`config.mk`:
```
export PLATFORM = sky130hd
export DESIGN_NAME = video_pattern_generator_flat
export DESIGN_NICKNAME = d
export VERILOG_FILES = /design/src/rtl/video_pattern_generator_if.sv /design/src/rtl/video_pattern_generator.sv /design/src/flat_wrapper.sv
export SDC_FILE = /design/constraint.sdc
export NUM_CORES = 1
export LEC_CHECK = 0
export CORE_ASPECT_RATIO = 1.25
export CORE_MARGIN = 2
export CORE_UTILIZATION = 46
export DETAILED_ROUTE_END_ITERATION = 8
export HOLD_SLACK_MARGIN = 0.1
export PLACE_DENSITY = 0.78
export SLEW_MARGIN = 10
export SYNTH_ARGS = -nofsm -noshare
export SYNTH_HDL_FRONTEND = slang
export SYNTH_SLANG_ARGS = --single-unit
```
`constraint.sdc`:
```
create_clock -name i_clk -period 2.5 [get_ports i_clk]
set_clock_uncertainty 0.15 [all_clocks]
set_input_delay 0.5 -clock i_clk [delete_from_list [all_inputs] [get_ports i_clk]]
set_output_delay 0.5 -clock i_clk [all_outputs]
set_load 0.01 [all_outputs]
```
`src/rtl/video_pattern_generator_if.sv`:
```
`default_nettype none
// ============================================================================
//  Module   : video_pattern_generator_if
//  Purpose  : Bundles the timing inputs, pattern controls and VGA outputs of
//             video_pattern_generator into one interface.
//  Signals  : i_hsync/i_hblank/i_vsync/i_vblank/i_visible  timing from the
//             sync generator; i_hpos/i_vpos 10-bit raster position;
//             i_pattern 2-bit pattern select; i_solid_rgb 9-bit solid colour;
//             o_hsync..o_visible  timing delayed by two clocks;
//             o_red/o_grn/o_blu 3-bit colour; o_frame 8-bit frame counter.
//  Modports : master - sync generator / system side (drives i_*, sees o_*)
//             slave  - pattern generator side (sees i_*, drives o_*)
//  Revision : 1.0  initial release
// ============================================================================
interface video_pattern_generator_if;
  logic       i_hsync;
  logic       i_hblank;
  logic       i_vsync;
  logic       i_vblank;
  logic       i_visible;
  logic [9:0] i_hpos;
  logic [9:0] i_vpos;
  logic [1:0] i_pattern;
  logic [8:0] i_solid_rgb;

  logic       o_hsync;
  logic       o_hblank;
  logic       o_vsync;
  logic       o_vblank;
  logic       o_visible;
  logic [2:0] o_red;
  logic [2:0] o_grn;
  logic [2:0] o_blu;
  logic [7:0] o_frame;

  modport master (
    output i_hsync, i_hblank, i_vsync, i_vblank, i_visible,
    output i_hpos, i_vpos, i_pattern, i_solid_rgb,
    input  o_hsync, o_hblank, o_vsync, o_vblank, o_visible,
    input  o_red, o_grn, o_blu, o_frame
  );

  modport slave (
    input  i_hsync, i_hblank, i_vsync, i_vblank, i_visible,
    input  i_hpos, i_vpos, i_pattern, i_solid_rgb,
    output o_hsync, o_hblank, o_vsync, o_vblank, o_visible,
    output o_red, o_grn, o_blu, o_frame
  );
endinterface
`default_nettype wire

```
`src/rtl/video_pattern_generator.sv`:
```
`default_nettype none
// ============================================================================
//  Module   : video_pattern_generator
//  Purpose  : Turns sync-generator timing into 3:3:3 RGB test patterns
//             (solid, colour bars, checkerboard, scrolling bars) through a
//             two-stage registered pipeline; timing signals ride the same
//             two stages so they stay aligned with the pixel colour.
//  Ports    : i_clk    pixel clock
//             i_reset  synchronous reset, active-high
//             bus      video_pattern_generator_if.slave (timing in, RGB,
//                      delayed timing and frame counter out)
//  Options  : BORDER_OUTLINE_EN - when defined, the outermost visible
//             rows/columns are forced to white over every pattern.
//  Revision : 1.0  initial release
// ============================================================================
module video_pattern_generator #(
  parameter int H_VISIBLE = 640,
  parameter int V_VISIBLE = 480,
  parameter int BAR_SHIFT = 6,
  parameter int CHK_SHIFT = 5
) (
  input  wire logic                  i_clk,
  input  wire logic                  i_reset,
  video_pattern_generator_if.slave   bus
);

  localparam logic [1:0] c_PAT_SOLID   = 2'd0;
  localparam logic [1:0] c_PAT_BARS    = 2'd1;
  localparam logic [1:0] c_PAT_CHECKER = 2'd2;
  localparam logic [1:0] c_PAT_SCROLL  = 2'd3;
  localparam logic [8:0] c_WHITE       = 9'h1FF;
  localparam logic [8:0] c_BLACK       = 9'h000;

  // --------------------------------------------------------------------------
  // Frame-level state: vsync edge detection, latched controls, frame counter
  // --------------------------------------------------------------------------
  logic       r_vsync_prev;
  logic [1:0] r_pattern;
  logic [8:0] r_solid;
  logic [7:0] r_frame;
  logic       w_frame_start;

  assign w_frame_start = bus.i_vsync & ~r_vsync_prev;

  // History resets to 1 so a vsync already high when reset drops is not
  // mistaken for the start of a new frame.
  always_ff @(posedge i_clk) begin
    if (i_reset) begin
      r_vsync_prev <= 1'b1;
      r_pattern    <= 2'd0;
      r_solid      <= 9'd0;
      r_frame      <= 8'd0;
    end else begin
      r_vsync_prev <= bus.i_vsync;
      if (w_frame_start) begin
        r_pattern <= bus.i_pattern;
        r_solid   <= bus.i_solid_rgb;
        r_frame   <= r_frame + 8'd1;
      end
    end
  end

  // --------------------------------------------------------------------------
  // Stage 1 combinational terms
  // --------------------------------------------------------------------------
  logic [2:0] w_bar;
  logic [9:0] w_scroll_sum;
  logic [9:0] w_scroll_shift;
  logic [2:0] w_sbar;
  logic       w_chk;
  logic       w_unused;

  assign w_bar          = bus.i_hpos[BAR_SHIFT+2:BAR_SHIFT];
  // 10-bit add wraps naturally at 1024.
  assign w_scroll_sum   = bus.i_hpos + {2'b00, r_frame};
  assign w_scroll_shift = w_scroll_sum >> BAR_SHIFT;
  assign w_sbar         = w_scroll_shift[2:0];
  assign w_chk          = bus.i_hpos[CHK_SHIFT] ^ bus.i_vpos[CHK_SHIFT];
  assign w_unused       = ^{bus.i_vpos, w_scroll_shift};

`ifdef BORDER_OUTLINE_EN
  localparam logic [9:0] c_H_LAST = 10'(H_VISIBLE - 1);
  localparam logic [9:0] c_V_LAST = 10'(V_VISIBLE - 1);
  logic w_edge;
  assign w_edge = bus.i_visible &&
                  ((bus.i_hpos == 10'd0) || (bus.i_hpos == c_H_LAST) ||
                   (bus.i_vpos == 10'd0) || (bus.i_vpos == c_V_LAST));
`endif

  // --------------------------------------------------------------------------
  // Stage 1 registers
  // --------------------------------------------------------------------------
  logic       r1_hsync;
  logic       r1_hblank;
  logic       r1_vsync;
  logic       r1_vblank;
  logic       r1_visible;
  logic [1:0] r1_pattern;
  logic [8:0] r1_solid;
  logic [2:0] r1_bar;
  logic [2:0] r1_sbar;
  logic       r1_chk;
`ifdef BORDER_OUTLINE_EN
  logic       r1_edge;
`endif

  // The latched controls are captured alongside the pixel, so the pixel
  // sampled on the frame-start edge still uses the previous frame's pattern
  // and the new one takes effect from the following capture.
  always_ff @(posedge i_clk) begin
    if (i_reset) begin
      r1_hsync   <= 1'b0;
      r1_hblank  <= 1'b0;
      r1_vsync   <= 1'b0;
      r1_vblank  <= 1'b0;
      r1_visible <= 1'b0;
      r1_pattern <= 2'd0;
      r1_solid   <= 9'd0;
      r1_bar     <= 3'd0;
      r1_sbar    <= 3'd0;
      r1_chk     <= 1'b0;
`ifdef BORDER_OUTLINE_EN
      r1_edge    <= 1'b0;
`endif
    end else begin
      r1_hsync   <= bus.i_hsync;
      r1_hblank  <= bus.i_hblank;
      r1_vsync   <= bus.i_vsync;
      r1_vblank  <= bus.i_vblank;
      r1_visible <= bus.i_visible;
      r1_pattern <= r_pattern;
      r1_solid   <= r_solid;
      r1_bar     <= w_bar;
      r1_sbar    <= w_sbar;
      r1_chk     <= w_chk;
`ifdef BORDER_OUTLINE_EN
      r1_edge    <= w_edge;
`endif
    end
  end

  // --------------------------------------------------------------------------
  // Stage 2 colour selection
  // --------------------------------------------------------------------------
  function automatic logic [8:0] bars_to_rgb(input logic [2:0] b);
    return {{3{b[2]}}, {3{b[1]}}, {3{b[0]}}};
  endfunction

  logic [8:0] w_rgb;

  always_comb begin
    w_rgb = c_BLACK;
    if (r1_visible) begin
      case (r1_pattern)
        c_PAT_SOLID:   w_rgb = r1_solid;
        c_PAT_BARS:    w_rgb = bars_to_rgb(r1_bar);
        c_PAT_CHECKER: w_rgb = r1_chk ? c_WHITE : c_BLACK;
        c_PAT_SCROLL:  w_rgb = bars_to_rgb(r1_sbar);
        default:       w_rgb = c_BLACK;
      endcase
`ifdef BORDER_OUTLINE_EN
      if (r1_edge) begin
        w_rgb = c_WHITE;
      end
`endif
    end
  end

  // --------------------------------------------------------------------------
  // Stage 2 registers (drive the pins directly)
  // --------------------------------------------------------------------------
  logic       r2_hsync;
  logic       r2_hblank;
  logic       r2_vsync;
  logic       r2_vblank;
  logic       r2_visible;
  logic [8:0] r2_rgb;

  always_ff @(posedge i_clk) begin
    if (i_reset) begin
      r2_hsync   <= 1'b0;
      r2_hblank  <= 1'b0;
      r2_vsync   <= 1'b0;
      r2_vblank  <= 1'b0;
      r2_visible <= 1'b0;
      r2_rgb     <= c_BLACK;
    end else begin
      r2_hsync   <= r1_hsync;
      r2_hblank  <= r1_hblank;
      r2_vsync   <= r1_vsync;
      r2_vblank  <= r1_vblank;
      r2_visible <= r1_visible;
      r2_rgb     <= w_rgb;
    end
  end

  assign bus.o_hsync   = r2_hsync;
  assign bus.o_hblank  = r2_hblank;
  assign bus.o_vsync   = r2_vsync;
  assign bus.o_vblank  = r2_vblank;
  assign bus.o_visible = r2_visible;
  assign bus.o_red     = r2_rgb[8:6];
  assign bus.o_grn     = r2_rgb[5:3];
  assign bus.o_blu     = r2_rgb[2:0];
  assign bus.o_frame   = r_frame;

endmodule
`default_nettype wire
```
`src/flat_wrapper.sv`:
```
// flat-port wrapper written by rule: the top's interface ports become plain ports
module video_pattern_generator_flat 
#(
  parameter int H_VISIBLE = 640,
  parameter int V_VISIBLE = 480,
  parameter int BAR_SHIFT = 6,
  parameter int CHK_SHIFT = 5
)
  (i_clk, i_reset, bus_i_hsync, bus_i_hblank, bus_i_vsync, bus_i_vblank, bus_i_visible, bus_i_hpos, bus_i_vpos, bus_i_pattern, bus_i_solid_rgb, bus_o_hsync, bus_o_hblank, bus_o_vsync, bus_o_vblank, bus_o_visible, bus_o_red, bus_o_grn, bus_o_blu, bus_o_frame);
  video_pattern_generator_if bus_i ();
  input  wire logic i_clk;
  input  wire logic i_reset;
  input wire logic [$bits(bus_i.i_hsync)-1:0] bus_i_hsync;
  input wire logic [$bits(bus_i.i_hblank)-1:0] bus_i_hblank;
  input wire logic [$bits(bus_i.i_vsync)-1:0] bus_i_vsync;
  input wire logic [$bits(bus_i.i_vblank)-1:0] bus_i_vblank;
  input wire logic [$bits(bus_i.i_visible)-1:0] bus_i_visible;
  input wire logic [$bits(bus_i.i_hpos)-1:0] bus_i_hpos;
  input wire logic [$bits(bus_i.i_vpos)-1:0] bus_i_vpos;
  input wire logic [$bits(bus_i.i_pattern)-1:0] bus_i_pattern;
  input wire logic [$bits(bus_i.i_solid_rgb)-1:0] bus_i_solid_rgb;
  output wire logic [$bits(bus_i.o_hsync)-1:0] bus_o_hsync;
  output wire logic [$bits(bus_i.o_hblank)-1:0] bus_o_hblank;
  output wire logic [$bits(bus_i.o_vsync)-1:0] bus_o_vsync;
  output wire logic [$bits(bus_i.o_vblank)-1:0] bus_o_vblank;
  output wire logic [$bits(bus_i.o_visible)-1:0] bus_o_visible;
  output wire logic [$bits(bus_i.o_red)-1:0] bus_o_red;
  output wire logic [$bits(bus_i.o_grn)-1:0] bus_o_grn;
  output wire logic [$bits(bus_i.o_blu)-1:0] bus_o_blu;
  output wire logic [$bits(bus_i.o_frame)-1:0] bus_o_frame;
  assign bus_i.i_hsync = bus_i_hsync;
  assign bus_i.i_hblank = bus_i_hblank;
  assign bus_i.i_vsync = bus_i_vsync;
  assign bus_i.i_vblank = bus_i_vblank;
  assign bus_i.i_visible = bus_i_visible;
  assign bus_i.i_hpos = bus_i_hpos;
  assign bus_i.i_vpos = bus_i_vpos;
  assign bus_i.i_pattern = bus_i_pattern;
  assign bus_i.i_solid_rgb = bus_i_solid_rgb;
  assign bus_o_hsync = bus_i.o_hsync;
  assign bus_o_hblank = bus_i.o_hblank;
  assign bus_o_vsync = bus_i.o_vsync;
  assign bus_o_vblank = bus_i.o_vblank;
  assign bus_o_visible = bus_i.o_visible;
  assign bus_o_red = bus_i.o_red;
  assign bus_o_grn = bus_i.o_grn;
  assign bus_o_blu = bus_i.o_blu;
  assign bus_o_frame = bus_i.o_frame;
  video_pattern_generator #(.H_VISIBLE(H_VISIBLE), .V_VISIBLE(V_VISIBLE), .BAR_SHIFT(BAR_SHIFT), .CHK_SHIFT(CHK_SHIFT)) u_core (.i_clk(i_clk), .i_reset(i_reset), .bus(bus_i));
endmodule
```
# Word-level counts from Yosys, hierarchy flattened
# Index checks and enable logic that the tools add are counted.
# W data, S select, Z words.
[totals]
regBits = 57
output_inout_bits = 22
word_cells = 33
[classes]
reduce_logical = 2
addsub = 2
eq_ne = 3
n_bitwise = 4
n_mux = 2
[ops]
columns = ["operator", "count"]
rows = [
  ["$pmux W9 S4", 1],
  ["$add A9 B8 Y9", 1],
  ["$mux W9", 1],
  ["$add A8 B1 Y8 const B", 1],
  ["$eq A2 B2 Y1 const B", 2],
  ["$eq A2 B1 Y1 const B", 1],
  ["$logic_not A2 Y1", 1],
  ["$not A1 Y1", 2],
  ["$reduce_or A2 Y1", 1],
  ["$and A1 B1 Y1", 1],
  ["$xor A1 B1 Y1", 1],
]

# Depth between registers and ports, before layout
[depth]
word_depth = 2
ltp_mapped = 5
depth_no_buf = 5

# Least setup slack after synthesis
# OpenSTA, ideal clock, no wires.
[synth_timing]
path_kind = "input-to-reg"
startpoint = "input port bus_i_hpos[4]"
endpoint = "register u_core.r1_sbar[1]"
cell_stages = 5
slack_ns = 0.526
arrival_ns = 1.700
setup_time_ns = 0.123
required_time_ns = 2.227
path_cell_list = "ha_1 -> a21o_1 -> a21o_1 -> a211oi_2 -> mux2_1"
[synth_via]
elab_chain_cells = 1
[synth_rtl]
columns = ["element", "line_no", "rtl"]
rows = [
  ["from (decl)", "flat_wrapper.sv:18", "input wire logic [$bits(bus_i.i_hpos)-1:0] bus_i_hpos;"],
  ["$add A9 B8 Y9", "video_pattern_generator.sv:75", "assign w_scroll_sum = bus.i_hpos + {2'b00, r_frame};"],
  ["to (signal assigned)", "video_pattern_generator.sv:134", "r1_sbar <= w_sbar;"],
  ["to (decl)", "video_pattern_generator.sv:101", "logic [2:0] r1_sbar;"],
]
# No other way between the ends.
# A chain may end at the register's enable or synchronous reset.

# Worst setup path after layout
# Same ends and word-level chain as after synthesis.

==> impl_results.md <==
- Status: finished, final reports clean
- Routed Antenna Nets: 0
- Routability cong.: 0.833
- Die height: 79.4 µm
- Syn Nets: 271
- Cell depth of the worst hold path: 1
- Worst Path Class, Setup: input pin to flop
- HP Class: flop to flop
- R2R cell count: 5
- Fin Hold WS: 289 ps
- R2r endpoint: u_core.r1_sbar[1]
- Unrepaired setup endpoints after global routing: no
- Synth-to-Final Area Change: 37.5%
- CTS H-tree lvls: 3
- CTS tree: built
- Crit path buf inv count: 1
- Power Density: 693 nW/µm²
- First-pass GRT wire length: 6190 µm
- Met2 WL: 1760 µm
- Skew-Pair Late Insertion Delay: 330 ps
- Maxcap violations: 0
- Gr usage total: 0.162
- Core area: 4390 µm²
- CP Depth: 6
- Period utilization: 0.830
- Setup violation total in the final timing report: 0
- Via density: 4.66
- Sum Neg Setup Slack: 0 ps
- Post-synthesis sequential area ratio: 0.545
- Clock tree root buffer cell: clkbuf_8
- Pin count of the biggest net entering global routing: 47
- Crit path DAT: 2140 ps
- Hold-fix buffers at CTS: 0
- Top Metal Used: met4
- Async SR Flop Fraction: 0
- Clk slew on worst S/H paths: 60 ps
- Drt wl/cell: 10.8 µm
- Slew @ Worst Pin: 512 ps
- Leakage: 1.11 nW
- Max Root-Sink Buffers: 2
- DP HPWL: 2610 µm
- DR vias: 1593
- Final WL: 3690 µm
- Mean Syn Cell Area: 9.30 µm²
- Cell count after synthesis: 225
- Worst setup SP type: input pin
- CP most frequent cell: a21o_1
- Critical Path End: u_core.r1_sbar[1]
- Crit-path cells: clkdlybuf4s50_1 -> ha_1 -> a21o_1 -> a21o_1 -> a211oi_2 -> mux2_1
- Synth top area cells: dfxtp_1 (55%), nor2b_1 (8.1%), nand2_1 (7.7%)
- Setup Buffers After CTS: 0
- Number of global-route vias before repair: 1489
- Die Footprint: 5110 µm²
- Share of cells above drive strength 1: 0.0775
- Synth cell types: 29
- DRC: 0
- Io pins: 60
- FF+latch count, synth: 57
- Port Buf Inserts: 49
- Crit path required time: 2560 ps
- Std-Cell Rows: 27
- Initial DRT Pass Iterations: 4
- Max Slew Vio Count: 0
- CTS sink cnt: 57
- Slowest library cell on the worst path: clkdlybuf4s50_1
- Multi-input gate area: 911 µm²
- Starting Density: 0.477
- Met1 Wirelength: 1660 µm
- Minimum clock period: 2080 ps
- Post-CTS sizing: 0
- Netlist Area Pre-Place: 2090 µm²
- Antenna fix cells: 0
- Hold Violations, Final: 0
- Relative slew slack: 0.657
- Ys Warns: 0
- Area leader, netlist: dfxtp_1
- Critical R2R Launch: u_core.bus.o_frame[4]
- Peak per-stage delay on the critical path: 400 ps
- EDFF count, synth: 0
- Most common cell in the synthesized netlist: dfxtp_1
- Ys flop type: dfxtp_1
- # fillers: 360
- Initial antenna violation count: 0
- Peak Freq: 482 MHz
- Nets: 326
- DRT iter0 DRCs: 30
- Kind of end point of the critical path: flop
- Critical path peak fanout: 3
- Delay-heaviest family, CP: compound AO/OA/AOI/OAI gates
- Metal3 WL: 140 µm
- Max VDD drop: 0.449 mV
- Synth cell count leaders: dfxtp_1 (57), nand2_1 (43), nor2b_1 (27), a21oi_1 (24), nor2_1 (13)
- Die Width: 64.3 µm
- Register Area: 1140 µm²
- Register-to-register setup slack: 590 ps
- Grt ovf: 0
- CTS Buf Count: 9
- Post-synth top area share: 0.545
- Worst Setup SP: bus_i_hpos[4]
[registers in the layout, indices dropped and copies added (netlist names)]
name	cells
u_core.r1_sbar	3
u_core.bus.o_frame	8
u_core.bus.o_hblank	1
u_core.r_vsync_prev	1
u_core.r2_rgb	9
u_core.r1_vblank	1
u_core.r1_chk	1
u_core.bus.o_hsync	1
u_core.bus.o_vblank	1
u_core.r1_hblank	1
u_core.r_solid	9
u_core.r1_vsync	1
u_core.r1_solid	9
u_core.bus.o_vsync	1
u_core.r_pattern	2
u_core.r1_pattern	2
u_core.bus.o_visible	1
u_core.r1_bar	3
u_core.r1_hsync	1
u_core.r1_visible	1
[where the power goes]
group,internal (mW),switching (mW)
registers,0.935,0.00999
logic,0.0775,0.0546
clock network,0.580,0.338
total,1.59,0.403
[layout by cell type, fill, tap and decap left out, types with 4 or more instances in the layout]
| master | count |
|---|---|
| a21oi_1 | 24 |
| clkbuf_8 | 10 |
| clkdlybuf4s50_1 | 49 |
| dfxtp_1 | 57 |
| ha_1 | 8 |
| nand2_1 | 43 |
| nand4_1 | 6 |
| nor2_1 | 13 |
| nor2b_1 | 27 |
| nor3_1 | 4 |
| xor2_1 | 6 |
[final cells by class]
type                    count  area share
flip-flops and latches     57       0.396
multi-input cells         158       0.316
repair buffers             53       0.185
clock buffers              10      0.0478
clock inverters             5      0.0278
well taps                  58      0.0252
inverters                   1     0.00130
[routing by layer]
metal | up-vias | GRT usage
met3 | 13 | 0.0395
met2 | 38 | 0.254
met4 | 0 | 0.138
met5 | - | 0
li1 | 857 | -
met1 | 685 | 0.183
[stage by stage]
stage                     setup slack (ps)  instance area (µm²)   util  instances  power, mW
final                                  424                 2880  0.656        342       2.00
after floorplan                        526                 2090      -        225       1.03
after global placement                79.6                 2660  0.606        327       1.10
after CTS                              427                 2880  0.656        342       2.01
after global routing                   341                 2880  0.656        342       2.08
after detailed placement              93.6                 2660  0.606        327       1.10
[how the worst min path moves through the flow]
stage,endpoint,from,slack [ps]
2_1_floorplan,u_core.bus.o_hblank,u_core.r1_hblank,260
3_3_place_gp,u_core.bus.o_hsync,u_core.r1_hsync,270
3_5_place_dp,u_core.bus.o_vsync,u_core.r1_vsync,270
4_1_cts,u_core.bus.o_vsync,u_core.r1_vsync,290
5_1_grt,u_core.r2_rgb[8],u_core.r1_solid[8],310
6_report,u_core.bus.o_vsync,u_core.r1_vsync,290
[kinds of logic after synthesis]
family                     after synthesis  synth area share
muxes                                    3            0.0155
DFF                                     57             0.545
and+or+nand+nor                        104             0.241
AOI/OAI and AO/OA                       35            0.0968
xor gates and xnor gates                 8            0.0335
buffers and inverters                   10            0.0197
adders and majority gates                8            0.0478
Power figures use the tool's default switching activity.
